<file path="src/rtl/log_mac_accum_if.sv">
// Beat/result bus of log_mac_accum: product beats in, one dot-product result out.
interface log_mac_accum_if #(
    parameter int LANES = 4,
    parameter int PW    = 16,
    parameter int AW    = 24,
    parameter int CW    = 8
) ();
    logic                  in_valid;
    logic                  in_ready;
    logic [LANES*PW-1:0]   in_prod;
    logic                  in_last;
    logic                  out_valid;
    logic                  out_ready;
    logic [AW-1:0]         out_sum;
    logic [CW-1:0]         out_beats;
    logic                  out_ovf;

    modport master (
        output in_valid, in_prod, in_last, out_ready,
        input  in_ready, out_valid, out_sum, out_beats, out_ovf
    );

    modport slave (
        input  in_valid, in_prod, in_last, out_ready,
        output in_ready, out_valid, out_sum, out_beats, out_ovf
    );
endinterface

</file>
<file path="src/rtl/log_mac_accum.sv">
// Adder-tree + accumulator behind the log multiplier array; one result per in_last vector.
// Optional macro ACC_SAT_EN: accumulator clamps at all-ones on carry-out instead of wrapping.
module log_mac_accum #(
    parameter int LANES = 4,
    parameter int PW    = 16,
    parameter int AW    = 24,
    parameter int CW    = 8
) (
    input  logic             clk,
    input  logic             rst,
    log_mac_accum_if.slave   bus
);
    localparam int TW = PW + $clog2(LANES);

    typedef enum logic [1:0] {
        ACC   = 2'd0,
        FLUSH = 2'd1,
        HOLD  = 2'd2
    } state_t;

    state_t          state_r;
    state_t          state_next_s;
    logic            in_ready_s;
    logic            out_valid_s;
    logic            accept_s;
    logic            finish_s;

    logic [TW-1:0]   tree_s;
    logic [TW-1:0]   tree_r;
    logic            tvalid_r;
    logic [AW-1:0]   acc_r;
    logic [CW-1:0]   cnt_r;
    logic            ovf_r;
    logic [AW-1:0]   tree_add_s;
    logic [AW:0]     acc_wide_s;
    logic            ovf_add_s;
    logic [AW-1:0]   acc_add_s;

    logic [AW-1:0]   out_sum_r;
    logic [CW-1:0]   out_beats_r;
    logic            out_ovf_r;

    assign accept_s = bus.in_valid & in_ready_s;
    // FLUSH waits for the last tree value to be absorbed, so acc alone is the final result.
    assign finish_s = (state_r == FLUSH) & ~tvalid_r;

    // State register
    always_ff @(posedge clk) begin
        if (rst) begin
            state_r <= ACC;
        end else begin
            state_r <= state_next_s;
        end
    end

    // Next-state logic
    always_comb begin
        state_next_s = state_r;
        case (state_r)
            ACC: begin
                if (accept_s && bus.in_last) state_next_s = FLUSH;
                else                         state_next_s = ACC;
            end
            FLUSH: begin
                if (finish_s) state_next_s = HOLD;
                else          state_next_s = FLUSH;
            end
            HOLD: begin
                if (bus.out_ready) state_next_s = ACC;
                else               state_next_s = HOLD;
            end
            default: state_next_s = ACC;
        endcase
    end

    // Handshake outputs decoded from the state register only
    always_comb begin
        in_ready_s  = 1'b0;
        out_valid_s = 1'b0;
        case (state_r)
            ACC:     in_ready_s  = 1'b1;
            FLUSH:   in_ready_s  = 1'b0;
            HOLD:    out_valid_s = 1'b1;
            default: in_ready_s  = 1'b0;
        endcase
    end

    // Unsigned lane reduction
    always_comb begin
        tree_s = {TW{1'b0}};
        for (int i = 0; i < LANES; i++) begin
            tree_s = tree_s + TW'(bus.in_prod[i*PW +: PW]);
        end
    end

    // Accumulate step with carry detection; clamps or wraps depending on build
    always_comb begin
        if (tvalid_r) tree_add_s = AW'(tree_r);
        else          tree_add_s = {AW{1'b0}};
        acc_wide_s = {1'b0, acc_r} + {1'b0, tree_add_s};
        ovf_add_s  = ovf_r | acc_wide_s[AW];
`ifdef ACC_SAT_EN
        if (ovf_add_s) acc_add_s = {AW{1'b1}};
        else           acc_add_s = acc_wide_s[AW-1:0];
`else
        acc_add_s  = acc_wide_s[AW-1:0];
`endif
    end

    // Tree register, accumulator, beat counter and result registers
    always_ff @(posedge clk) begin
        if (rst) begin
            tree_r      <= {TW{1'b0}};
            tvalid_r    <= 1'b0;
            acc_r       <= {AW{1'b0}};
            cnt_r       <= {CW{1'b0}};
            ovf_r       <= 1'b0;
            out_sum_r   <= {AW{1'b0}};
            out_beats_r <= {CW{1'b0}};
            out_ovf_r   <= 1'b0;
        end else begin
            tvalid_r <= accept_s;
            if (accept_s) begin
                tree_r <= tree_s;
            end
            if (finish_s) begin
                out_sum_r   <= acc_add_s;
                out_beats_r <= cnt_r;
                out_ovf_r   <= ovf_add_s;
                acc_r       <= {AW{1'b0}};
                cnt_r       <= {CW{1'b0}};
                ovf_r       <= 1'b0;
            end else begin
                if (tvalid_r) begin
                    acc_r <= acc_add_s;
                    ovf_r <= ovf_add_s;
                end
                if (accept_s && (cnt_r != {CW{1'b1}})) begin
                    cnt_r <= cnt_r + CW'(1'b1);
                end
            end
        end
    end

    assign bus.in_ready  = in_ready_s;
    assign bus.out_valid = out_valid_s;
    assign bus.out_sum   = out_sum_r;
    assign bus.out_beats = out_beats_r;
    assign bus.out_ovf   = out_ovf_r;
endmodule

</file>
<file path="src/flat_wrapper.sv">
// flat-port wrapper written by rule: the top's interface ports become plain ports
module log_mac_accum_flat 
#(
    parameter int LANES = 4,
    parameter int PW    = 16,
    parameter int AW    = 24,
    parameter int CW    = 8
)
  (clk, rst, bus_in_valid, bus_in_prod, bus_in_last, bus_out_ready, bus_in_ready, bus_out_valid, bus_out_sum, bus_out_beats, bus_out_ovf);
  log_mac_accum_if #(.LANES(LANES), .PW(PW), .AW(AW), .CW(CW)) bus_i ();
  input  logic clk;
  input  logic rst;
  input wire logic [$bits(bus_i.in_valid)-1:0] bus_in_valid;
  input wire logic [$bits(bus_i.in_prod)-1:0] bus_in_prod;
  input wire logic [$bits(bus_i.in_last)-1:0] bus_in_last;
  input wire logic [$bits(bus_i.out_ready)-1:0] bus_out_ready;
  output wire logic [$bits(bus_i.in_ready)-1:0] bus_in_ready;
  output wire logic [$bits(bus_i.out_valid)-1:0] bus_out_valid;
  output wire logic [$bits(bus_i.out_sum)-1:0] bus_out_sum;
  output wire logic [$bits(bus_i.out_beats)-1:0] bus_out_beats;
  output wire logic [$bits(bus_i.out_ovf)-1:0] bus_out_ovf;
  assign bus_i.in_valid = bus_in_valid;
  assign bus_i.in_prod = bus_in_prod;
  assign bus_i.in_last = bus_in_last;
  assign bus_i.out_ready = bus_out_ready;
  assign bus_in_ready = bus_i.in_ready;
  assign bus_out_valid = bus_i.out_valid;
  assign bus_out_sum = bus_i.out_sum;
  assign bus_out_beats = bus_i.out_beats;
  assign bus_out_ovf = bus_i.out_ovf;
  log_mac_accum #(.LANES(LANES), .PW(PW), .AW(AW), .CW(CW)) u_core (.clk(clk), .rst(rst), .bus(bus_i));
endmodule
</file>
<file path="config.mk">
export PLATFORM = sky130hd
export DESIGN_NAME = log_mac_accum_flat
export DESIGN_NICKNAME = d
export VERILOG_FILES = /design/src/rtl/log_mac_accum_if.sv /design/src/rtl/log_mac_accum.sv /design/src/flat_wrapper.sv
export SDC_FILE = /design/constraint.sdc
export NUM_CORES = 1
export LEC_CHECK = 0
export CORE_ASPECT_RATIO = 0.6
export CORE_UTILIZATION = 54
export CTS_CLUSTER_DIAMETER = 60
export CTS_CLUSTER_SIZE = 10
export DETAILED_ROUTE_END_ITERATION = 12
export PLACE_DENSITY = 0.86
export SLEW_MARGIN = 10
export SYNTH_ARGS = -nofsm -noshare
export SYNTH_HDL_FRONTEND = slang
export SYNTH_SLANG_ARGS = --single-unit
</file>
<file path="constraint.sdc">
create_clock -name clk -period 5.3 [get_ports clk]
set_input_delay 1.06 -clock clk [delete_from_list [all_inputs] [get_ports clk]]
set_output_delay 1.06 -clock clk [all_outputs]
set_load 0.01 [all_outputs]
</file>
[After elaboration in Yosys (flattened, before gate mapping)]
Cells that the tools add are included.
Word-level totals
  bits in registers: 87
  input bits: 69
  logic and storage cells: 32
  output and inout bits: 35
  bits in writable memories: 0
  latch bits: 0
  bits in read-only memories: 0
  memories: 0
Cells by class
  bitwise logic cells: 4
  div/mod/pow operators: 0
  shift operators: 0
  $lt $le $gt $ge: 0
  $mul: 0
  equal/unequal tests: 3
  multiplexer cells: 7
  add/sub/neg operators: 5
  reductions and logical operators: 4
Operators by type and width (count)
  18-bit by 16-bit adder with 18-bit output: 2
  24-bit by 18-bit adder with 25-bit output: 1
  18-bit 2-to-1 mux: 1
  16-bit by 16-bit adder with 17-bit output: 1
  8-bit by 1-bit adder with 8-bit output, second input constant: 1
  8-bit inequality test, second input constant: 1
  2-bit one-hot mux with 3 select lines: 1
  2-bit 2-to-1 mux: 2
  1-bit 2-to-1 mux: 3
  1-bit bitwise AND: 2
  2-bit by 1-bit equality test with 1-bit output, second input constant: 1
  2-bit equality test, second input constant: 1
  1-bit logical AND: 2
  2-bit logical NOT: 1
  2-bit OR reduction: 1
  1-bit NOT: 1
  1-bit bitwise OR: 1

[Longest topological paths before layout]
  word-level depth: 6
  depth in mapped cells: 20
  gate-level depth less buffers: 20

[Least setup slack after synthesis]
No wires, ideal clock.
  path type: input -> register
  from: input port bus_in_prod[1]
  to: register u_core.tree_r[16]
  stages on the path: 17
  data arrival time: 4.540 ns
  buffers on the path: 0
  slack: 0.642 ns
  library setup time: 0.118 ns
  required time: 5.182 ns
  path through: ha_1 > a21o_1 > a21oi_1 > o21ai_0 > and4_1 > or2_2 > xnor2_1 > fa_1 > inv_1 > ha_1 > a21o_1 > a2111oi_0 > nand3_1 > a41oi_1 > o21ai_1 > xnor2_1 > o21ai_1
Between the ends
  cells in the longest elaborated chain, start to end: 3
Ends and longest elaborated chain
  start, declared: RTL line flat_wrapper.sv:14  | input wire logic [$bits(bus_i.in_prod)-1:0] bus_in_prod;
  16-bit by 16-bit adder with 17-bit output: RTL line log_mac_accum.sv:92  | tree_s = tree_s + TW'(bus.in_prod[i*PW +: PW]);
  18-bit by 16-bit adder with 18-bit output (2 in series): RTL line log_mac_accum.sv:92
  end signal, assigned: RTL line log_mac_accum.sv:113  | tree_r <= {TW{1'b0}};
  end signal, assigned: RTL line log_mac_accum.sv:124  | tree_r <= tree_s;
  end, declared: RTL line log_mac_accum.sv:29  | logic [TW-1:0] tree_r;
Every way passes these cells.
A chain may end at the register's enable or synchronous reset.

[Final worst setup path]
  from: input port bus_in_prod[1]
  to: register u_core.tree_r[14]
The elaborated chain is that of the path after synthesis.

==> results.yml <==
clock_network:
  htreeDepth: 3
  clockBufferDepth: 2
  cts_tree: "yes"
  clk_latency_ns: 0.35
  cts-buffers-inserted: 9
  postCtsSetupRepairBufs: 0
  cts_root_buf: "clkbuf_16"
  path_clk_slew_ns: 0.06
  clock-sinks: 87
placement:
  hpwl_mm: 11.0
  routabilityCongestion: 0.920
  placed_cells: 1018
  port_buffers: 103
  preCtsSetupSlack_ns: -0.292
critical_path:
  cp-end-kind: "register"
  crit_type: "primary input to register"
  crit_chain: "clkdlybuf4s50_1 -> ha_1 -> a21o_1 -> a21oi_2 -> o21ai_0 -> and4_1 -> or2_2 -> xnor2_1 -> fa_1 -> inv_1 -> ha_1 -> a21o_1 -> a2111oi_2 -> nand3_1 -> a41oi_2 -> xnor2_1 -> nand2_1 -> a21oi_1"
  crit_family: "compound AO/OA/AOI/OAI gates"
  required_ns: 5.58
  critPathBufInv: 2
  cp.arrival_ns: 5.32
  cpMaxStageDelayCell: "fa_1"
  crit_fanout: 3
  critPathMaxStageDelay_ns: 0.48
  cp-start-kind: "primary input"
logic_synthesis:
  yosys_register_bits: 87
  synth_edf_count: 0
  synth_seq_area_share: 0.281
  ys_warn_count: 0
  avgSynthCellArea_um2: 7.85
  syn-cell-area_um2: 6190
  ys_async_sr_fraction: 0
  synthCells: 789
  synth.distinct_cells: 60
  synth_nets: 928
  ys.flop_type: "dfxtp_1"
finish:
  syn2layout_area_growth_pct: 24.9
  antenna_cells: 0
  final_layout_size_suffix_gt1_frac: 0.0492
  fin_cells: 1034
  fin_nets: 1029
  n_fill_cell: 870
sta:
  slew_headroom: 0.420
  setup_viol: 0
  fmax_ghz: 0.198
  rsz0062_at_grt: "false"
  fin_crit_sh: 0.951
  report.final.slew_viol_count: 0
  finalClockSkew_ns: 0.00848
  timing.final.crit_period_ns: 5.04
  worst_slack_ns: 0.262
  hold_violations: 0
  tightest_slew_ns: 0.868
flow_run:
  maxCapViolations: 0
routing:
  via_per_inst: 5.62
  final_antenna_net_count: 0
  drt-total-wl_mm: 14.6
  avgRoutedWirePerCell_um: 14.2
  vias: 5809
  drc: 0
  first_pass_iters: 5
  first_iter_violations: 423
grt:
  grt.total_usage: 0.254
  grt_pass1_wl_mm: 24.7
  use_met1: 0.350
  grt_overflow: 0
  busiest_layer: "met2"
  antenna_found_initial: 0
  grt_max_degree: 48
  use_met3: 0.0508
  grt_pass1_vias: 5502
  grt_use_met2: 0.413
floorplanning:
  fp.dieW_um: 140
  initial_core_util: 0.571
  die_h_um: 84.9
  dieArea_um2: 11900
  core_area_um2: 10800
  rows: 29
  io-pin-count: 104
hold_path:
  hp-class: "register to register"
power_and_ir_drop:
  p_leak_nw: 3.32
  ir_worst_vdd_mv: 0.171
  p_per_area_nw_per_um2: 283
status:
  outcome: "completed"
[Yosys cell counts, types with 2 or more instances]
master / number / area (µm²)
nand2_1: 94 / 353
dfxtp_1: 87 / 1740
inv_1: 85 / 319
a21oi_1: 77 / 385
nor2_1: 65 / 244
ha_1: 51 / 638
o21ai_0: 31 / 155
xnor2_1: 30 / 263
clkbuf_1: 27 / 101
nand3_1: 22 / 110
and2_1: 20 / 125
fa_1: 19 / 380
xor2_1: 13 / 114
a21o_1: 12 / 90.1
mux2i_1: 12 / 120
or3_1: 12 / 75.1
a211oi_1: 11 / 82.6
nor2b_1: 11 / 68.8
and3_1: 9 / 56.3
nor3_1: 9 / 45.0
o211ai_1: 8 / 60.1
o21bai_1: 6 / 45.0
nand2b_1: 5 / 31.3
nand4_1: 5 / 31.3
o21a_1: 5 / 37.5
a21boi_0: 4 / 30.0
a22o_1: 4 / 35.0
a31oi_1: 4 / 25.0
o21ai_1: 4 / 20.0
or4_1: 4 / 30.0
a211o_1: 3 / 26.3
o31a_1: 3 / 26.3
o31ai_1: 3 / 22.5
a2111oi_0: 2 / 17.5
a311oi_1: 2 / 17.5
a32o_1: 2 / 20.0
a41oi_1: 2 / 17.5
and4_1: 2 / 17.5
buf_1: 2 / 7.51
o311ai_0: 2 / 17.5
[cells by family after synthesis]
logic type,count (synthesis),synth area share
AOI/OAI and AO/OA,198,0.203
buffers and inverters,115,0.0699
muxes,13,0.0212
DFF,87,0.281
and+or+nand+nor,263,0.199
xor gates and xnor gates,43,0.0608
adders and majority gates,70,0.164
[power by group]
group | total [mW] | switching, mW | internal [mW]
clock network | 0.652 | 0.280 | 0.372
logic | 0.807 | 0.428 | 0.378
registers | 0.726 | 0.0263 | 0.699
[per-stage QoR]
| stage | area, µm² | hold slack (ns) | power (mW) | utilization | TNS [ns] |
|---|---|---|---|---|---|
| finish | 7730 | 0.451 | 2.18 | 0.713 | 0 |
| CTS | 7710 | 0.450 | 2.17 | 0.711 | 0 |
| floorplan | 6190 | 0.427 | 1.29 | - | 0 |
| global route | 7730 | 0.472 | 2.31 | 0.713 | 0 |
| global placement | 7410 | 0.439 | 1.49 | 0.683 | -0.0289 |
| detailed placement | 7410 | 0.442 | 1.52 | 0.683 | -0.741 |
[worst min-delay path, delay by kind of cell, from the launching register on]
kind            cells  cell delay (ns)
flops               1             0.30
simple gates        1             0.05
compound gates      1             0.05
[state kept, by name (all words and copies together) (netlist names)]
register,count
u_core.bus.out_beats,8
u_core.ovf_r,1
u_core.tvalid_r,1
u_core.acc_r,24
u_core.tree_r,18
u_core.cnt_r,8
u_core.bus.out_ovf,1
u_core.state_r,2
u_core.bus.out_sum,24
[what timing repair did]
item,in CTS,in global routing
hold buffers,0,0
setup endpoints to repair,0,4
gates resized for setup,0,6
[worst paths after layout]
kind                                        from           endpoint  slack [ns]  cells after the start
worst min-delay path            u_core.tree_r[5]   u_core.tree_r[5]        0.45                      2
worst min register to register  u_core.tree_r[5]   u_core.tree_r[5]        0.45                      2
worst max-delay path              bus_in_prod[1]  u_core.tree_r[14]        0.26                     18
worst max register to register   u_core.tvalid_r   u_core.acc_r[22]        1.87                     11
[final cells by class]
type                    count  area (µm²)  share of cell area
multi-input cells         587        4040               0.522
clock buffers               9         225              0.0291
clock inverters             7        77.6              0.0100
inverters                  85         319              0.0413
repair buffers            120        1160               0.150
flip-flops and latches     87        1740               0.225
well taps                 139         174              0.0225
[layer usage]
| layer | vias up | wire, µm |
|---|---|---|
| li1 | 2897 | - |
| met1 | 2737 | 7380 |
| met2 | 159 | 6360 |
| met3 | 16 | 750 |
| met4 | 0 | 150 |
| met5 | - | 0 |
[layout by cell type, fill, tap and decap left out, types with 6 or more instances in the layout]
master	instances
clkdlybuf4s50_1	103
nand2_1	94
dfxtp_1	87
inv_1	85
a21oi_1	76
nor2_1	65
ha_1	51
o21ai_0	30
xnor2_1	30
nand3_1	22
and2_1	20
fa_1	19
buf_4	17
xor2_1	13
a21o_1	12
or3_1	12
mux2i_1	12
nor2b_1	11
a211oi_1	11
nor3_1	9
and3_1	9
clkbuf_16	9
o211ai_1	8
o21bai_1	6
Power figures use the tool's default switching activity.
